`src/rtl/dial_encoder.sv`:
```
// Rotary dial front end: synchronises and debounces the quadrature contacts, decodes
// detents into a wrapping position, and compares that position with the selected code digit.
module dial_encoder #(
  parameter int CNT_W       = 6,
  parameter int DIAL_MAX    = 39,
  parameter int DEB_CYCLES  = 16,
  parameter int IDLE_CYCLES = 4096
) (
  input  logic               clk,
  input  logic               rst_n,
  input  logic               enc_a,
  input  logic               enc_b,
  input  logic               clr_count,
  input  logic [1:0]         sel,
  input  logic [3*CNT_W-1:0] code,
  output logic [CNT_W-1:0]   count,
  output logic               cnten,
  output logic               up,
  output logic               dirch,
  output logic               eq,
  output logic               enc_err
);

  localparam int DEB_W  = $clog2(DEB_CYCLES + 1);
  localparam int IDLE_W = $clog2(IDLE_CYCLES + 1);
  localparam logic [CNT_W-1:0] POS_MAX = CNT_W'(DIAL_MAX);

  typedef enum logic [1:0] {
    S00 = 2'b00,
    S01 = 2'b01,
    S11 = 2'b11,
    S10 = 2'b10
  } quad_t;

  // Bit 1 carries contact A, bit 0 carries contact B.
  logic [1:0]       sync1_r;
  logic [1:0]       sync2_r;
  logic [1:0]       filt_r;
  logic [DEB_W-1:0] deb_cnt_r [2];

  quad_t            state_r;
  quad_t            state_s;
  logic             step_cw_s;
  logic             step_ccw_s;
  logic             jump_s;

  logic [IDLE_W-1:0] idle_r;
  logic              dir_valid_r;
  logic [CNT_W-1:0]  digit_s;
  logic              sel_ok_s;
  logic [CNT_W-1:0]  cnt_inc_s;
  logic [CNT_W-1:0]  cnt_dec_s;
  logic              eq_s;
  logic              detent_s;
  logic              rev_s;

  // Synchronise both contacts and accept a new level after DEB_CYCLES differing samples.
  always_ff @(posedge clk or negedge rst_n) begin
    if (!rst_n) begin
      sync1_r <= 2'b00;
      sync2_r <= 2'b00;
      filt_r  <= 2'b00;
      for (int i = 0; i < 2; i++) deb_cnt_r[i] <= '0;
    end else begin
      sync1_r <= {enc_a, enc_b};
      sync2_r <= sync1_r;
      for (int i = 0; i < 2; i++) begin
        if (sync2_r[i] != filt_r[i]) begin
          if (deb_cnt_r[i] == DEB_W'(DEB_CYCLES - 1)) begin
            filt_r[i]    <= sync2_r[i];
            deb_cnt_r[i] <= '0;
          end else begin
            deb_cnt_r[i] <= deb_cnt_r[i] + DEB_W'(1);
          end
        end else begin
          deb_cnt_r[i] <= '0;
        end
      end
    end
  end

  // Quadrature state register; follows the filtered contacts one cycle behind.
  always_ff @(posedge clk or negedge rst_n) begin
    if (!rst_n) begin
      state_r <= S00;
      enc_err <= 1'b0;
    end else begin
      state_r <= state_s;
      enc_err <= jump_s;
    end
  end

  // Quadrature next state and step/jump decode; a detent is any legal entry into S00.
  always_comb begin
    state_s    = quad_t'(filt_r);
    step_cw_s  = 1'b0;
    step_ccw_s = 1'b0;
    jump_s     = 1'b0;
    case (state_r)
      S00: jump_s = (filt_r == 2'b11);
      S01: begin
        step_ccw_s = (filt_r == 2'b00);
        jump_s     = (filt_r == 2'b10);
      end
      S11: jump_s = (filt_r == 2'b00);
      S10: begin
        step_cw_s = (filt_r == 2'b00);
        jump_s    = (filt_r == 2'b01);
      end
      default: state_s = S00;
    endcase
  end

  // Digit select, modulo neighbours of the position, and reversal detection.
  always_comb begin
    digit_s  = '0;
    sel_ok_s = 1'b1;
    case (sel)
      2'd0:    digit_s = code[CNT_W-1:0];
      2'd1:    digit_s = code[2*CNT_W-1:CNT_W];
      2'd2:    digit_s = code[3*CNT_W-1:2*CNT_W];
      default: sel_ok_s = 1'b0;
    endcase
    cnt_inc_s = (count == POS_MAX) ? '0 : count + CNT_W'(1);
    cnt_dec_s = (count == '0) ? POS_MAX : count - CNT_W'(1);
    // eq always looks at the pre-step count, so on a reversal it reports the turn-back number.
    eq_s      = sel_ok_s && (count == digit_s);
    detent_s  = step_cw_s | step_ccw_s;
    rev_s     = dir_valid_r && (step_cw_s != up);
  end

  // Position, direction, activity and compare outputs; the FSM clear beats a detent.
  always_ff @(posedge clk or negedge rst_n) begin
    if (!rst_n) begin
      count       <= '0;
      up          <= 1'b1;
      dir_valid_r <= 1'b0;
      cnten       <= 1'b0;
      idle_r      <= '0;
      dirch       <= 1'b0;
      eq          <= 1'b0;
    end else if (clr_count) begin
      count       <= '0;
      up          <= 1'b1;
      dir_valid_r <= 1'b0;
      cnten       <= 1'b0;
      idle_r      <= '0;
      dirch       <= 1'b0;
      eq          <= 1'b0;
    end else if (detent_s) begin
      count       <= step_cw_s ? cnt_inc_s : cnt_dec_s;
      up          <= step_cw_s;
      dir_valid_r <= 1'b1;
      cnten       <= 1'b1;
      idle_r      <= IDLE_W'(IDLE_CYCLES - 1);
      dirch       <= rev_s;
      eq          <= eq_s;
    end else begin
      dirch <= 1'b0;
      eq    <= eq_s;
      if (idle_r == '0) begin
        cnten <= 1'b0;
      end else begin
        idle_r <= idle_r - IDLE_W'(1);
      end
    end
  end

endmodule

```
`config.mk`:
```
export PLATFORM = sky130hd
export DESIGN_NAME = dial_encoder
export DESIGN_NICKNAME = d
export VERILOG_FILES = /design/src/rtl/dial_encoder.sv
export SDC_FILE = /design/constraint.sdc
export NUM_CORES = 1
export LEC_CHECK = 0
export ABC_AREA = 1
export CAP_MARGIN = 10
export CORE_ASPECT_RATIO = 1.2
export CORE_MARGIN = 4
export CORE_UTILIZATION = 45
export DETAILED_ROUTE_END_ITERATION = 6
export PLACE_DENSITY = 0.7
export SYNTH_ARGS = -nofsm -noshare
export SYNTH_HDL_FRONTEND = slang
export SYNTH_SLANG_ARGS = --single-unit
```
`constraint.sdc`:
```
create_clock -name clk -period 1.8 [get_ports clk]
set_clock_uncertainty 0.15 [all_clocks]
set_input_delay 0.18 -clock clk [delete_from_list [all_inputs] [get_ports clk]]
set_output_delay 0.18 -clock clk [all_outputs]
set_load 0.1 [all_outputs]
```
==> impl_metrics.csv <==
group,metric,value,unit
outcome,run_status,"completed",
floorplan,start_util,46.9,%
timing,finalHoldViolations,0,
cts,clk_pin_slew,0.08,ns
setup_path,crit_type,"reg -> reg",
pwr,p_int,1.86,mW
route,vias_per_cell,5.21,
timing,final_max_slew_viol_count,0,
setup_path,reg2reg_from,"idle_r[1]",
pwr,p_sw,1.15,mW
synthesis,synth.most_common_cell,"nand2_1",
placed_design,dp_hpwl,4230,um
layout,diodes,0,
floorplan,coreArea,5330,um2
timing,period_share,92.8,%
pwr,leakage,1.55,nW
layout,fin_nets,398,
global_route,grt_pass1_wl,9920,um
synthesis,synthTopCellsByCount,"74 x nand2_1, 42 x dfrtp_1, 40 x nor2_1, 36 x nand3_1, 32 x inv_1",
synthesis,async_reset_ff_share,100,%
route,wl_per_cell,12.9,um
timing,worst_pin_slew,0.475,ns
synthesis,ys_seq_area_share,43.1,%
setup_path,crit_arrival,1.70,ns
cts,cts-root-buf,"clkbuf_8",
setup_path,reg2reg_slack,0.13,ns
route,drc_errors,0,
cts,cts_tree,"done",
setup_path,startpoint_type,"flop",
placed_design,pre_cts_slack,0.0827,ns
synthesis,syn_avg_cell_area,7.76,um2
floorplan,die_w,76.0,um
cts,clkLatencyLatePin,0.29,ns
timing,fin_tns_setup,0,ns
pwr,swShare,38.3,%
setup_path,required,1.83,ns
global_route,grt-ovfl-total,0,
synthesis,syn_nets,354,
floorplan,die_area,6820,um2
setup_path,critPathMaxFanout,9,
synthesis,synth_edf_count,0,
synthesis,synthCells,322,
synthesis,synth_cell_type_count,31,
synthesis,synth_top_area_share,42.0,%
route,firstDrtPassIters,4,
placed_design,place_congestion,0.913,
route,num_vias,2233,
run,drv_cap,0,
min_path,min-delay-path-class,"in -> reg",
global_route,track_usage,17.8,%
global_route,grt_pass1_vias,2236,
timing,hold_slack,0.165,ns
pwr,ir_drop,0.000780,V
timing,worst_slack,0.130,ns
route,drt_iter0_markers,222,
pwr,p_comb_share,38.0,%
floorplan,rows,29,
timing,finalSetupViolations,0,
setup_path,critPathCaptureType,"flop",
setup_path,max_stage_delay,0.41,ns
timing,rsz0062_at_grt,"false",
cts,clock_path_buffers,2,
cts,clock_sinks,43,
floorplan,die_h,89.6,um
layout,drive_gt1_share,16.9,%
synthesis,synth_seq_cells,43,
cts,cts_buffers,5,
synthesis,synth.area.top_cells,"dfrtp_1 42%, nand2_1 11%, nand3_1 7.2%",
synthesis,yosys_warnings,0,
pwr,p_seq_share,40.5,%
route,ant_nets,0,
timing,slew_headroom,68.4,%
layout,area_growth,27.5,%
setup_path,critPathCapture,"idle_r[9]",
setup_path,crit_path_top_delay_cell,"dfrtp_1",
setup_path,r2r_cells,7,
placed_design,io_buffers,35,
setup_path,cp-startpoint,"idle_r[1]",
setup_path,path_cells,"inv_1 -> ha_1 -> nand2_1 -> nor3_1 -> nand2_2 -> o21ai_4 -> nor2_1",
timing,max_freq,0.599,GHz
global_route,grt_max_degree,25,
synthesis,synth_area,2500,um2
floorplan,io_pins,36,
global_route,grt_antenna_before_repair,0,
timing,finalCriticalPeriod,1.67,ns
synthesis,yosysTopAreaCell,"dfrtp_1",
setup_path,r2r-end,"idle_r[9]",
synthesis,ys.flop_type,"dfrtp_1",
cts,cts-htree-levels,2,
pwr,power_density,943,nW/um2
pwr,clkPwrFrac,21.5,%
route,drt_wl_total,5510,um
==> layout make-up <==
cell class | instances | area, um2
clock buffers | 6 | 82.6
well taps | 62 | 77.6
flip-flops and latches | 43 | 1090
multi-input cells | 237 | 1260
fillers | 481 | 2150
clock inverters | 2 | 16.3
repair buffers | 41 | 515
inverters | 38 | 146
==> stage by stage <==
stage	area (um2)	utilization, %	std cells	power (mW)
2_1_floorplan	2510	-	322	2.08
3_3_place_gp	3060	57.4	419	2.34
3_5_place_dp	3060	57.4	419	2.36
4_1_cts	3170	59.5	428	3.02
5_1_grt	3190	59.7	429	3.28
6_report	3190	59.7	429	3.01
==> metal layers <==
| layer | wire length, um | part of all wire [%] | global-route usage, % |
|---|---|---|---|
| met1 | 2390 | 43 | 21.5 |
| met4 | 89 | 1.6 | 7.12 |
| met2 | 2750 | 50 | 31.4 |
| met5 | 0 | 0 | 0 |
| met3 | 282 | 5.1 | 3.79 |
==> logic make-up after synthesis <==
kind of cell             after synthesis  share of synthesized area (%)
AO/OA/AOI/OAI                         41                           9.76
AND/OR/NAND/NOR                      180                           33.8
XOR/XNOR                               9                           3.15
adder cells (fa/ha/maj)                7                           3.50
flip-flops                            43                           43.1
buffers and inverters                 42                           6.66
==> sequential cells by signal (all words and copies together), names as in the netlist, 2 cells and up <==
register,count
idle_r,13
deb_cnt_r,10
sync1_r,2
sync2_r,2
count,6
state_r,2
filt_r,2
==> power groups by stage <==
stage	combinational, mW	clock, mW	sequential [mW]
floorplan	0.875	0	1.21
detailed placement	1.13	0	1.23
CTS	1.13	0.679	1.21
global placement	1.11	0	1.22
finish	1.14	0.647	1.22
global route	1.31	0.727	1.24
==> worst min-delay path by stage <==
stage | depth (start not counted) | slack [ns] | startpoint | to
floorplan | 0 | -0.27 | rst_n | cnten
global placement | 1 | 0.02 | rst_n | eq
detailed placement | 1 | 0.02 | rst_n | eq
CTS | 1 | 0.15 | enc_b | sync1_r[0]
global route | 1 | 0.15 | enc_b | sync1_r[0]
finish | 1 | 0.16 | enc_b | sync1_r[0]
==> critical path, delay by kind of cell, from the launching register on <==
family | cells | cell delay (ns)
compound gates | 1 | 0.29
simple gates | 4 | 0.44
buf+inv | 1 | 0.11
fa+ha+maj | 1 | 0.16
flops | 1 | 0.41
==> placed cells by master (no fill, tap or decap), types with 4 or more instances in the layout <==
cell type and count:
clkbuf_8 6, inv_2 5, nand4_1 6, nor2_2 5, inv_1 31, a21oi_1 17, ha_1 6, nand2_1 74
nand3_1 36, dfrtp_1 36, clkdlybuf4s50_1 23, nand2_4 4, dfrtp_2 5, xor2_1 6, buf_12 12, o21ai_0 15
buf_4 4, nor3_1 6, nor2_1 39
==> what timing repair did <==
| item | 4_1_cts | 5_1_grt |
|---|---|---|
| hold buffers | 1 | 0 |
| resized for setup | 0 | 5 |
| buffers inserted | 0 | 1 |
| endpoints found under the setup margin | 0 | 2 |
| hold endpoints to repair | 18 | 0 |
Note: power is estimated with default switching activity, not from simulation.
